<file path="config.mk">
export PLATFORM = sky130hd
export DESIGN_NAME = csa_key_sweep
export DESIGN_NICKNAME = d
export VERILOG_FILES = /design/src/rtl/csa_key_sweep.sv
export SDC_FILE = /design/constraint.sdc
export NUM_CORES = 1
export LEC_CHECK = 0
export ABC_CLOCK_PERIOD_IN_PS = 6200
export BUFFER_PORTS_ARGS = -buffer_cell sky130_fd_sc_hd__buf_4
export CORE_ASPECT_RATIO = 1.25
export CORE_MARGIN = 1
export CORE_UTILIZATION = 55
export CTS_CLUSTER_DIAMETER = 40
export DETAILED_ROUTE_END_ITERATION = 10
export PLACE_DENSITY_LB_ADDON = 0.15
export SYNTH_ARGS = -nofsm -noshare
export SYNTH_HDL_FRONTEND = slang
export SYNTH_SLANG_ARGS = --single-unit
export TNS_END_PERCENT = 30
</file>
<file path="constraint.sdc">
create_clock -name clk -period 6.2 [get_ports clk]
set_input_delay 0.31 -clock clk [delete_from_list [all_inputs] [get_ports clk]]
set_output_delay 0.31 -clock clk [all_outputs]
set_load 0.03 [all_outputs]
</file>
<file path="src/rtl/csa_key_sweep.sv">
// Host-side feeder/collector for the CSA engine FIFOs: issues 5-word job records over a ck sweep
// and drains 7-word result records, comparing each result against a target.
module csa_key_sweep #(
  parameter int unsigned AXI_DATA_WIDTH     = 32,
  parameter int unsigned CSA_CALC_IN_WIDTH  = 48,
  parameter int unsigned CSA_CALC_OUT_WIDTH = 64,
  parameter int unsigned RD_LATENCY         = 2
) (
  input  logic                          clk,
  input  logic                          rst_n,
  input  logic                          start,
  input  logic                          abort,
  input  logic [AXI_DATA_WIDTH-1:0]     cfg_block,
  input  logic [CSA_CALC_IN_WIDTH-1:0]  cfg_ck_base,
  input  logic [AXI_DATA_WIDTH-1:0]     cfg_times,
  input  logic [AXI_DATA_WIDTH-1:0]     cfg_times_start,
  input  logic [31:0]                   cfg_job_count,
  input  logic [CSA_CALC_OUT_WIDTH-1:0] cfg_target,
  input  logic                          cfg_stop_on_hit,
  input  logic                          csa_in_full,
  output logic                          csa_in_wen,
  output logic [AXI_DATA_WIDTH-1:0]     csa_in_wdata,
  input  logic                          csa_out_r_ready,
  output logic                          csa_out_ren,
  input  logic [AXI_DATA_WIDTH-1:0]     csa_out_rdata,
  output logic                          busy,
  output logic                          done,
  output logic [31:0]                   jobs_sent,
  output logic [31:0]                   results_received,
  output logic                          hit,
  output logic [31:0]                   hit_count,
  output logic [CSA_CALC_IN_WIDTH-1:0]  hit_ck
);

  typedef enum logic [1:0] {WIdle, WCheck, WWr} w_state_e;
  typedef enum logic [1:0] {RIdle, RRd, RWait, RCmp} r_state_e;

  function automatic logic [31:0] sat_inc(input logic [31:0] v);
    return (v == 32'hFFFF_FFFF) ? v : v + 32'd1;
  endfunction

  w_state_e w_state_q, w_state_d;
  r_state_e r_state_q, r_state_d;
  logic [2:0] w_idx_q, w_idx_d;
  logic [2:0] r_idx_q, r_idx_d;
  logic [2:0] cap_idx_q;
  logic [RD_LATENCY-1:0] ren_pipe_q;

  logic                          busy_q, done_q, abort_q;
  logic [AXI_DATA_WIDTH-1:0]     block_q, times_q, times_start_q;
  logic [31:0]                   job_count_q;
  logic [CSA_CALC_OUT_WIDTH-1:0] target_q;
  logic                          stop_on_hit_q;
  logic [CSA_CALC_IN_WIDTH-1:0]  ck_q;
  logic [31:0]                   js_q, rr_q, hit_count_q;
  logic                          hit_q;
  logic [CSA_CALC_IN_WIDTH-1:0]  hit_ck_q;
  logic [CSA_CALC_IN_WIDTH-1:0]  res_ck_q;
  logic [CSA_CALC_OUT_WIDTH-1:0] res_out_q;

  logic        start_ok, rec_done, cap_valid, cmp_hit, hit_next, stop_issue;
  logic        read_go, end_cond, busy_d;
  logic [31:0] rr_next;

  assign start_ok  = start & ~busy_q;
  assign rec_done  = (w_state_q == WWr) && (w_idx_q == 3'd4);
  assign cap_valid = ren_pipe_q[RD_LATENCY-1];
  assign cmp_hit   = (r_state_q == RCmp) && (res_out_q == target_q);
  // A hit being recorded this cycle already blocks a new record in the same cycle.
  assign hit_next   = hit_q | cmp_hit;
  assign stop_issue = (js_q == job_count_q) | abort_q | abort | (stop_on_hit_q & hit_next);
  assign read_go    = busy_q && (rr_q < js_q) && csa_out_r_ready;
  assign rr_next    = (r_state_q == RCmp) ? sat_inc(rr_q) : rr_q;
  // The writer never enters WIdle while finishing a record, so js_q is final here.
  assign end_cond   = busy_q && (w_state_d == WIdle) && (rr_next == js_q);
  assign busy_d     = start_ok ? 1'b1 : (end_cond ? 1'b0 : busy_q);

  // Writer FSM
  always_ff @(posedge clk or negedge rst_n) begin
    if (!rst_n) begin
      w_state_q <= WIdle;
      w_idx_q   <= 3'd0;
    end else begin
      w_state_q <= w_state_d;
      w_idx_q   <= w_idx_d;
    end
  end

  always_comb begin
    w_state_d = w_state_q;
    w_idx_d   = w_idx_q;
    unique case (w_state_q)
      WIdle: if (start_ok) w_state_d = WCheck;
      WCheck: begin
        if (stop_issue) begin
          w_state_d = WIdle;
        end else if (!csa_in_full) begin
          w_state_d = WWr;
          w_idx_d   = 3'd0;
        end
      end
      WWr: begin
        if (w_idx_q == 3'd4) w_state_d = WCheck;
        else                 w_idx_d   = w_idx_q + 3'd1;
      end
      default: w_state_d = WIdle;
    endcase
  end

  always_comb begin
    csa_in_wen   = (w_state_q == WWr);
    csa_in_wdata = '0;
    if (w_state_q == WWr) begin
      unique case (w_idx_q)
        3'd0:    csa_in_wdata = block_q;
        3'd1:    csa_in_wdata = ck_q[31:0];
        3'd2:    csa_in_wdata = {16'h0, ck_q[CSA_CALC_IN_WIDTH-1:32]};
        3'd3:    csa_in_wdata = times_q;
        3'd4:    csa_in_wdata = times_start_q;
        default: csa_in_wdata = '0;
      endcase
    end
  end

  // Reader FSM
  always_ff @(posedge clk or negedge rst_n) begin
    if (!rst_n) begin
      r_state_q <= RIdle;
      r_idx_q   <= 3'd0;
    end else begin
      r_state_q <= r_state_d;
      r_idx_q   <= r_idx_d;
    end
  end

  always_comb begin
    r_state_d = r_state_q;
    r_idx_d   = r_idx_q;
    unique case (r_state_q)
      RIdle: begin
        if (read_go) begin
          r_state_d = RRd;
          r_idx_d   = 3'd0;
        end
      end
      RRd: begin
        if (r_idx_q == 3'd6) r_state_d = RWait;
        else                 r_idx_d   = r_idx_q + 3'd1;
      end
      RWait:   if (cap_valid && (cap_idx_q == 3'd6)) r_state_d = RCmp;
      RCmp:    r_state_d = RIdle;
      default: r_state_d = RIdle;
    endcase
  end

  always_comb begin
    csa_out_ren = (r_state_q == RRd);
  end

  // Read-data capture: the strobe is delayed by the FIFO read latency to mark valid words.
  always_ff @(posedge clk or negedge rst_n) begin
    if (!rst_n) begin
      ren_pipe_q <= '0;
      cap_idx_q  <= 3'd0;
      res_ck_q   <= '0;
      res_out_q  <= '0;
    end else begin
      ren_pipe_q[0] <= csa_out_ren;
      for (int i = 1; i < RD_LATENCY; i++) ren_pipe_q[i] <= ren_pipe_q[i-1];
      if ((r_state_q == RIdle) && read_go) begin
        cap_idx_q <= 3'd0;
      end else if (cap_valid) begin
        cap_idx_q <= cap_idx_q + 3'd1;
        unique case (cap_idx_q)
          3'd1: res_ck_q[31:0] <= csa_out_rdata;
          3'd2: res_ck_q[CSA_CALC_IN_WIDTH-1:32] <= csa_out_rdata[CSA_CALC_IN_WIDTH-33:0];
          3'd5: res_out_q[31:0] <= csa_out_rdata;
          3'd6: res_out_q[CSA_CALC_OUT_WIDTH-1:32] <= csa_out_rdata;
          default: ;
        endcase
      end
    end
  end

  // Sweep configuration, counters and hit statistics
  always_ff @(posedge clk or negedge rst_n) begin
    if (!rst_n) begin
      busy_q        <= 1'b0;
      done_q        <= 1'b0;
      abort_q       <= 1'b0;
      block_q       <= '0;
      times_q       <= '0;
      times_start_q <= '0;
      job_count_q   <= '0;
      target_q      <= '0;
      stop_on_hit_q <= 1'b0;
      ck_q          <= '0;
      js_q          <= '0;
      rr_q          <= '0;
      hit_q         <= 1'b0;
      hit_count_q   <= '0;
      hit_ck_q      <= '0;
    end else begin
      busy_q <= busy_d;
      done_q <= end_cond;
      if (start_ok) begin
        block_q       <= cfg_block;
        times_q       <= cfg_times;
        times_start_q <= cfg_times_start;
        job_count_q   <= cfg_job_count;
        target_q      <= cfg_target;
        stop_on_hit_q <= cfg_stop_on_hit;
        ck_q          <= cfg_ck_base;
        abort_q       <= 1'b0;
        js_q          <= '0;
        rr_q          <= '0;
        hit_q         <= 1'b0;
        hit_count_q   <= '0;
        hit_ck_q      <= '0;
      end else begin
        if (abort && busy_q) abort_q <= 1'b1;
        if (rec_done) begin
          js_q <= sat_inc(js_q);
          ck_q <= ck_q + 48'd1;
        end
        if (r_state_q == RCmp) begin
          rr_q <= rr_next;
          if (cmp_hit) begin
            hit_q       <= 1'b1;
            hit_count_q <= sat_inc(hit_count_q);
            if (!hit_q) hit_ck_q <= res_ck_q;
          end
        end
      end
    end
  end

  assign busy             = busy_q;
  assign done             = done_q;
  assign jobs_sent        = js_q;
  assign results_received = rr_q;
  assign hit              = hit_q;
  assign hit_count        = hit_count_q;
  assign hit_ck           = hit_ck_q;

endmodule

</file>
* Word-level counts from Yosys, hierarchy flattened
Index checks and enable logic that the tools add are counted.
Storage, ports and cells: register bits 516, bits of input ports 279, output and inout port bits 181, word-level logic and storage cells 147
Operators by class: add/subtract/negate cells 7, order comparisons 1, equal/unequal tests 30, mux-type cells 44, bitwise logic cells 8, reductions and logical operators 32
Operators with widths (count):
- $mux W32 | 12
- $mux W48 | 6
- $pmux W32 S5 | 1
- $add A32 B1 Y32 const B | 3
- $eq A32 B32 Y1 const B | 3
- $eq A32 B32 Y1 | 2
- $eq A64 B64 Y1 | 1
- $add A48 B1 Y48 const B | 1
- $lt A32 B32 Y1 | 1
- $reduce_and A3 Y1 | 8
- $mux W3 | 7
- $ne A2 B2 Y1 const B | 8
- $reduce_bool A2 Y1 | 8
- $mux W2 | 7
- $eq A3 B3 Y1 const B | 4
- $pmux W3 S2 | 2
- $add A3 B1 Y3 const B | 3
- $eq A3 B2 Y1 const B | 3
- $logic_and A1 B1 Y1 | 9
- $pmux W2 S4 | 1
- $mux W1 | 7
- $eq A2 B2 Y1 const B | 3
- $eq A3 B1 Y1 const B | 2
- $logic_not A2 Y1 | 3
- 9 further kinds | 17

* Logic depth before layout (Yosys ltp)
Gate-level depths: netlist (run 1).
depth in word-level cells 12, depth in mapped cells 13

* Worst setup path after synthesis (run 1)
No wires, ideal clock.
kind reg2reg, from register js_q[16] (netlist: jobs_sent[16]), to register res_ck_q[37], setup time 0.128 ns, data arrival time 3.392 ns, required time 6.072 ns, slack 2.680 ns, cell stages (with the launch flop) 14, buffers on the path 2, cell sequence dfrtp_1 clkbuf_1 inv_1 ha_1 a21o_1 a21o_1 a21oi_1 o21ai_0 a2111oi_0 o21ai_1 a31oi_1 a211oi_1 buf_2 mux2_1
Between the ends: longest elaborated chain between the ends 6
Ends and longest elaborated chain:
- from (decl) | RTL line 55 | logic [31:0] js_q, rr_q, hit_count_q;
- from (signal assigned) | RTL line 223 | js_q <= sat_inc(js_q);
- $lt A32 B32 Y1 | RTL line 72 | assign read_go = busy_q && (rr_q < js_q) && csa_out_r_ready;
- $logic_and A1 B1 Y1 (2 in a row) | RTL line 72
- $logic_and A1 B1 Y1 | RTL line 170 | if ((r_state_q == RIdle) && read_go) begin
- $not A1 Y1 (no line)
- $reduce_and A3 Y1 (no line)
- to (signal, indexed assignment) | RTL line 176 | 3'd2: res_ck_q[CSA_CALC_IN_WIDTH-1:32] <= csa_out_rdata[CSA_CALC_IN_WIDTH-33:0];
- to (decl) | RTL line 58 | logic [CSA_CALC_IN_WIDTH-1:0] res_ck_q;
Every way passes these cells. A chain may end at the register's enable or synchronous reset.

* Final worst setup path (run 1)
from register r_state_q[1], to register hit_count_q[17] (netlist: hit_count[17])
Between the ends: longest elaborated chain between the ends 4, elaborated cells between the ends (all ways) 5, classes of those cells eq/ne: 1; reduce/logical: 4
Ends and longest elaborated chain:
- from (decl) | RTL line 43 | r_state_e r_state_q, r_state_d;
- from (signal assigned) | RTL line 128 | r_state_q <= RIdle;
- from (signal assigned) | RTL line 131 | r_state_q <= r_state_d;
- $eq A2 B2 Y1 * | RTL line 68, 226
- $logic_and A1 B1 Y1 | RTL line 68 | assign cmp_hit = (r_state_q == RCmp) && (res_out_q == target_q);
- $reduce_bool A2 Y1 (no line)
- $reduce_and A3 Y1 (no line) *
- to (signal assigned) | RTL line 230 | hit_count_q <= sat_inc(hit_count_q);
- to (decl) | RTL line 55
Mark *: on every way between the ends. The rest lies on a longest branch, timed or not.

==> metrics, run 1 <==
Synth top area share 49.2%; Setup crit end kind flop; area grow syn2layout 34.2%; RSZ-0062 raised after global routing no; Max Clk Rate between 0.2 and 0.25 GHz; pin count of the biggest net entering global routing 247; antenna violations before repair 4; final total power ~0.012 W; routed wire length 97700 um; layout cells sized above 1 between 20% and 30%; CTS Buffer Depth 3; Worst Skew approximately 0.029 ns; final hold vios 0; initial drt markers 2100; sequential cell area 12900 sq um; Max transition margin 12.5%; asr flop ratio synth 100%; run status finished, final reports clean; Num CTS Buffers 66; drt via density 5.91; Hold WS 0.0144 ns; clock sinks 516; crit path time final 4.39 ns; Pre-antenna DRT Iters 6; Synth Net Count 3163; Worst EP required 6.71 ns; core footprint around 47000 sq um; flop2flop setup slack 1.81 ns; CTS tree built; Max VDD drop about 0.33 mV; io pins 460; most frequent cell after synthesis nand2_1; most used routing layer met2; port bufs around 460; placed wire-length estimate 62900 um; CTS Root Cell clkbuf_16; Synth Instances 2834; Row Count 89; Die ar. slightly below 50000 sq um; Avg Inst Size Synth 9.26 sq um; library cells used by synthesis 83; Post-DRT Antenna Nets 0; CP Class reg -> reg; YS warnings 0; Global Route met1 Usage 45.7%; Max FO, Critical Path 19; TNS Setup 0 ns; post-route DRC violation count 0; # H-tree levels 3; leak pwr 16.3 nW; EDFF count, synth 0; Worst Path Arrival a little under 5 ns; # setup viols final 0; met3 usage about a tenth; nets 3831; Mapped Area 26200 sq um; PnR worst setup slack 1.81 ns; Worst-path clk slew 0.06 ns; register area share after synthesis 49.2%; Starting Density between 50 and 60%; vias in the first global route between 20000 and 30000; first-pass GRT wire length about 150000 um; min-delay worst type in -> reg; max_cap viols 0; worst skew pair latency roughly 0.61 ns; GRT overflow 0; Max Slew Vio Count 0; cts repair resizes 0; GP Congestion about 0.97; Via Count around 25000; CP Launch Type flop; Synth area leader dfrtp_1; power density over the cells 337 nW/um^2; met2 Use GR 66.5%; synth top area cells dfrtp_1 (49%), nand2_1 (12%), mux2_2 (5.2%), xnor2_1 (4.2%), xor2_1 (3.1%); flops & latches, synth 516; Multi-input gate area 12600 sq um; Tcrit/Tclk final 70.8%; die height about 250 um; Synth Flop Type dfrtp_1; Post-Place Setup Slack between 1.5 and 2 ns; Total GRT Usage 40.2%; Die Wd a little under 200 um; Post-synth top cells nand2_1 (842), dfrtp_1 (516), nor2_1 (163), clkbuf_1 (128), xnor2_1 (125); Fillers 3080; post-DR wirelength/cell 23.3 um; Worst-Margin Slew 1.31 ns
sequential cells by signal (all words and copies together) (netlist names), 32 cells and up:
register	count
res_out_q	64
target_q	64
ck_q	48
hit_ck	48
res_ck_q	48
block_q	32
hit_count	32
job_count_q	32
jobs_sent	32
results_received	32
times_q	32
times_start_q	32
per-layer routing:
metal	part of all wire (%)	up-vias
li1	-	10900
met1	36	12100
met2	48	1369
met3	8.8	408
met4	7.1	6
met5	0.070	-
power by group:
group	total (W)	internal [W]	switching (W)
logic	0.00312	0.00141	0.00171
clock network	0.00398	0.00238	0.00159
registers	0.00476	0.00408	0.000677
total	0.0119	0.00787	0.00398
what timing repair did:
| item | in CTS | in global routing |
|---|---|---|
| endpoints found under the hold margin | 432 | 0 |
| buffers inserted | 0 | 0 |
| hold buffers | 272 | 0 |
final cells by class:
type	instances	share of cell area (%)
clock buffer	84	5.20
multi-input combinational	2094	35.6
sequential	516	36.7
tap	637	2.26
inverter	64	0.682
timing repair buffer	760	18.3
antenna	3	0.0213
clock inverter	36	1.25
cell families (layout without fill, tap and decap cells):
group                    after synthesis  in the layout  synth area share [%]
adder cells (fa/ha/maj)               50             50                  2.38
XOR/XNOR                             223            223                  7.76
AND/OR/NAND/NOR                     1347           1347                  22.8
flip-flops                           516            516                  49.2
multiplexers                         152            152                  6.47
AO/OA/AOI/OAI                        322            322                  8.12
buffers and inverters                224            944                  3.28
other                                  0              3                     0
worst max-delay path, stage by stage (launching register included):
cell and delay, ns:
dfrtp_1 0.39, ha_1 0.72, inv_2 0.32, a211o_1 0.30, or4_1 0.46, or4_4 0.55, or3_4 0.42, nor3_4 0.23
nand2_2 0.27, or4_1 0.48, a21oi_1 0.15
per-stage QoR:
step / instance area, sq um / utilization (%) / cells
2_1_floorplan: 26200 / - / 2834
3_3_place_gp: 30200 / 64.2 / 3799
3_5_place_dp: 30200 / 64.2 / 3799
4_1_cts: 35200 / 74.8 / 4191
5_1_grt: 35200 / 74.8 / 4192
6_report: 35200 / 74.8 / 4194
layout by cell type (no fill, tap or decap), types with 30 or more instances in the layout:
cell type	netlist	routed
nor2_1	163	162
nand4_1	62	62
buf_4	1	483
nor3_1	30	30
nor4_1	39	39
ha_1	50	50
xnor2_1	125	125
mux2_2	122	122
dfrtp_1	516	516
a21oi_1	96	94
dlygate4sd3_1	0	272
inv_1	63	63
nand2_1	842	842
o21ai_0	74	74
clkbuf_16	0	68
nand3_1	65	65
xor2_1	92	92
worst paths after layout:
kind / endpoint / start / depth (start not counted)
hold reg to reg: ren_pipe_q[1]$_DFF_PN0_ / ren_pipe_q[0]$_DFF_PN0_ / 0
setup / recovery: hit_count[17]$_DFFE_PN0P_ / r_state_q[1]$_DFFE_PN0P_ / 10
hold / removal: busy$_DFFE_PN0P_ / start / 3
max in group asynchronous: res_out_q[14]$_DFFE_PN0P_ / rst_n / 3
min in group asynchronous: job_count_q[1]$_DFFE_PN0P_ / rst_n / 2
setup reg to reg: hit_count[17]$_DFFE_PN0P_ / r_state_q[1]$_DFFE_PN0P_ / 10
Power figures use the tool's default switching activity.
==> run 2: changes to the inputs <==
--- a/config.mk
+++ b/config.mk
@@ -5,11 +5,11 @@
 export SDC_FILE = /design/constraint.sdc
 export NUM_CORES = 1
 export LEC_CHECK = 0
-export ABC_CLOCK_PERIOD_IN_PS = 6200
+export ABC_CLOCK_PERIOD_IN_PS = 3600
 export BUFFER_PORTS_ARGS = -buffer_cell sky130_fd_sc_hd__buf_4
 export CORE_ASPECT_RATIO = 1.25
 export CORE_MARGIN = 1
-export CORE_UTILIZATION = 55
+export CORE_UTILIZATION = 51
 export CTS_CLUSTER_DIAMETER = 40
 export DETAILED_ROUTE_END_ITERATION = 10
 export PLACE_DENSITY_LB_ADDON = 0.15
==> constraint.sdc (replaced) <==
create_clock -name clk -period 3.6 [get_ports clk]
set_input_delay 0.18 -clock clk [delete_from_list [all_inputs] [get_ports clk]]
set_output_delay 0.18 -clock clk [all_outputs]
set_load 0.03 [all_outputs]
==> metrics, run 2 (synthesis gave the netlist of run 1 again) <==
first-pass GRT wire length 156000 um (+5.9%); Setup crit end kind flop; CTS tree built; port bufs 459 (unchanged); Die Wd 205 um (+3.8%); run status finished, final reports clean; pin count of the biggest net entering global routing 213 (-14%); power density over the cells 574 nW/um^2 (+71%); worst skew pair latency 0.63 ns (+0.02 ns); Seq pwr share 38.4% (-1.7 points); final hold vios 0 (unchanged); # H-tree levels 3 (unchanged); Multi-input gate area 12600 sq um (+0.17%); Design Area, Final 36600 sq um (+3.8%); sequential cell area 12900 sq um (unchanged); crit path time final 3.49 ns (-0.899 ns); Hold WS 0.178 ns (+0.164 ns); Util after Layout 72.2% (-2.6 points); Max Slew Vio Count 0 (unchanged); leak pwr 17.1 nW (+4.7%); Post-DRT Antenna Nets 0 (unchanged); Die ar. 52400 sq um (+7.8%); Worst Skew 0.0476 ns (+0.0187 ns); core footprint 50600 sq um (+7.5%); CP Class reg -> reg; routed wire length 103000 um (+5.6%); TNS Setup 0 ns (unchanged); min-delay worst type in -> async; CTS Root Cell clkbuf_16; max_cap viols 0 (unchanged); RR Startpoint results_received[8]$_DFFE_PN0P_; Worst R2R End busy$_DFFE_PN0P_; flop2flop setup slack 0.11 ns (-1.70 ns); Worst Path Arrival 3.96 ns (-0.94 ns); GRT overflow 0 (unchanged); most common cell after layout, fill and taps aside nand2_1; Net Sw Power 0.00711 W (+79%); RSZ-0062 raised after global routing yes; clock power share 33.8% (+0.3 points); leading cell types in the layout, fill and taps excluded nand2_1 (842), buf_4 (597), dfrtp_1 (516); Total GRT Usage 39.5% (-0.66 points); Fillers 3544 (+15%); Combinational Power Share 27.8% (+1.5 points); io pins 460 (unchanged); CTS Buffer Depth 3 (unchanged); R2R cell count 10 (unchanged); Worst-Margin Slew 1.09 ns (-0.227 ns); Max VDD drop 0.575 mV (+74%); Starting Density 51.8% (-3.9 points); Worst-path clk slew 0.06 ns (about the same); cell count after placement 3942 (+3.8%); placed wire-length estimate 68500 um (+8.9%); post-DR wirelength/cell 23.7 um (+1.7%); final std cells w/o fill 4354 (+3.8%); Pre-antenna DRT Iters 10 (+4); sw frac 33.9% (+0.30 points); drt via density 5.84 (-1.3%); Worst EP required 4.07 ns (-2.64 ns); antenna violations before repair 7 (+3); nets 3963 (+3.4%); Row Count 92 (+3.4%); Tcrit/Tclk final 97.0% (+26 points); internal power 0.0139 W (+76%); clock sinks 516 (unchanged); initial drt markers 2186 (+4.1%); Max Clk Rate 0.286 GHz (+26%); area grow syn2layout 39.3%; CP Launch Type flop; Top Registers res_out_q (64), target_q (64); GP Congestion 0.935 (-3.9%); Via Count 25400 (+2.4%); layout cells sized above 1 24.3% (+3.0 points); post-route DRC violation count 0 (unchanged); post-placement cell area 31300 sq um (+3.5%); Max FO, Critical Path 7 (-12); vias in the first global route 26400 (+2.5%); die height 256 um (+3.8%); # setup viols final 0 (unchanged); Num CTS Buffers 68 (+3.0%); Max transition margin 27.6% (+15 points)
## run 2: cell count changes in the layout (fill, tap and decap cells not counted), sizes merged
cell | previous run | this run
buf | 488 | 613
clkinv | 11 | 23
dlygate4sd3 | 272 | 277
inv | 75 | 71
diode | 3 | 6
clkbuf | 84 | 82
## run 2: critical path, stage by stage (launching register included)
cell	delay, ns
dfrtp_1	0.36
nand4_2	0.23
buf_4	0.23
nor4_1	0.77
and2_1	0.33
a41oi_1	0.16
a311oi_1	0.37
o2111ai_1	0.19
a2111o_1	0.41
nor4_1	0.24
nor2_1	0.06
## run 2: repair_timing
action / 4_1_cts / 5_1_grt
gates resized for setup: 0 / 7
endpoints found under the hold margin: 432 / 0
hold buffers: 277 / 0
setup buffers: 0 / 3
endpoints found under the setup margin: 0 / 11
## run 2: metal layers
metal	vias up	global-route usage, %	wire [um]
met4	4	23.7	6550
li1	11200	-	-
met2	1198	65.1	50200
met1	12600	46.7	38600
met5	-	0	27
met3	367	9.31	7830
## run 2: area by class of cell
cell class,count,area share [%]
clock buffer,82,5.04
tap,658,2.25
inverter,64,0.657
multi-input combinational,2094,34.4
timing repair buffer,890,20.7
clock inverter,44,1.59
sequential,516,35.3
antenna,6,0.0411
## run 2: per-stage QoR
step / total power, W / worst slack [ns]
3_3_place_gp: 0.0133 / 0.143
3_5_place_dp: 0.0135 / 0.0935
5_1_grt: 0.0218 / -0.00238
4_1_cts: 0.0208 / 0.0705
2_1_floorplan: 0.0111 / 0.0800
6_report: 0.0210 / 0.108
## run 2: worst max path at each step
stage,start,end
final,results_received[8]$_DFFE_PN0P_,busy$_DFFE_PN0P_
after global routing,results_received[8]$_DFFE_PN0P_,done$_DFF_PN0_
after CTS,results_received[0]$_DFFE_PN0P_,busy$_DFFE_PN0P_
after detailed placement,results_received[0]$_DFFE_PN0P_,busy$_DFFE_PN0P_
after global placement,results_received[0]$_DFFE_PN0P_,busy$_DFFE_PN0P_
after floorplan,jobs_sent[16]$_DFFE_PN0P_,res_ck_q[37]$_DFFE_PN0P_
## run 2: power groups by stage
stage / combinational, W / clock, W / sequential [W]
3_5_place_dp: 0.00540 / 0 / 0.00808
4_1_cts: 0.00570 / 0.00715 / 0.00799
3_3_place_gp: 0.00527 / 0 / 0.00800
5_1_grt: 0.00625 / 0.00740 / 0.00818
2_1_floorplan: 0.00312 / 0 / 0.00801
6_report: 0.00584 / 0.00710 / 0.00805
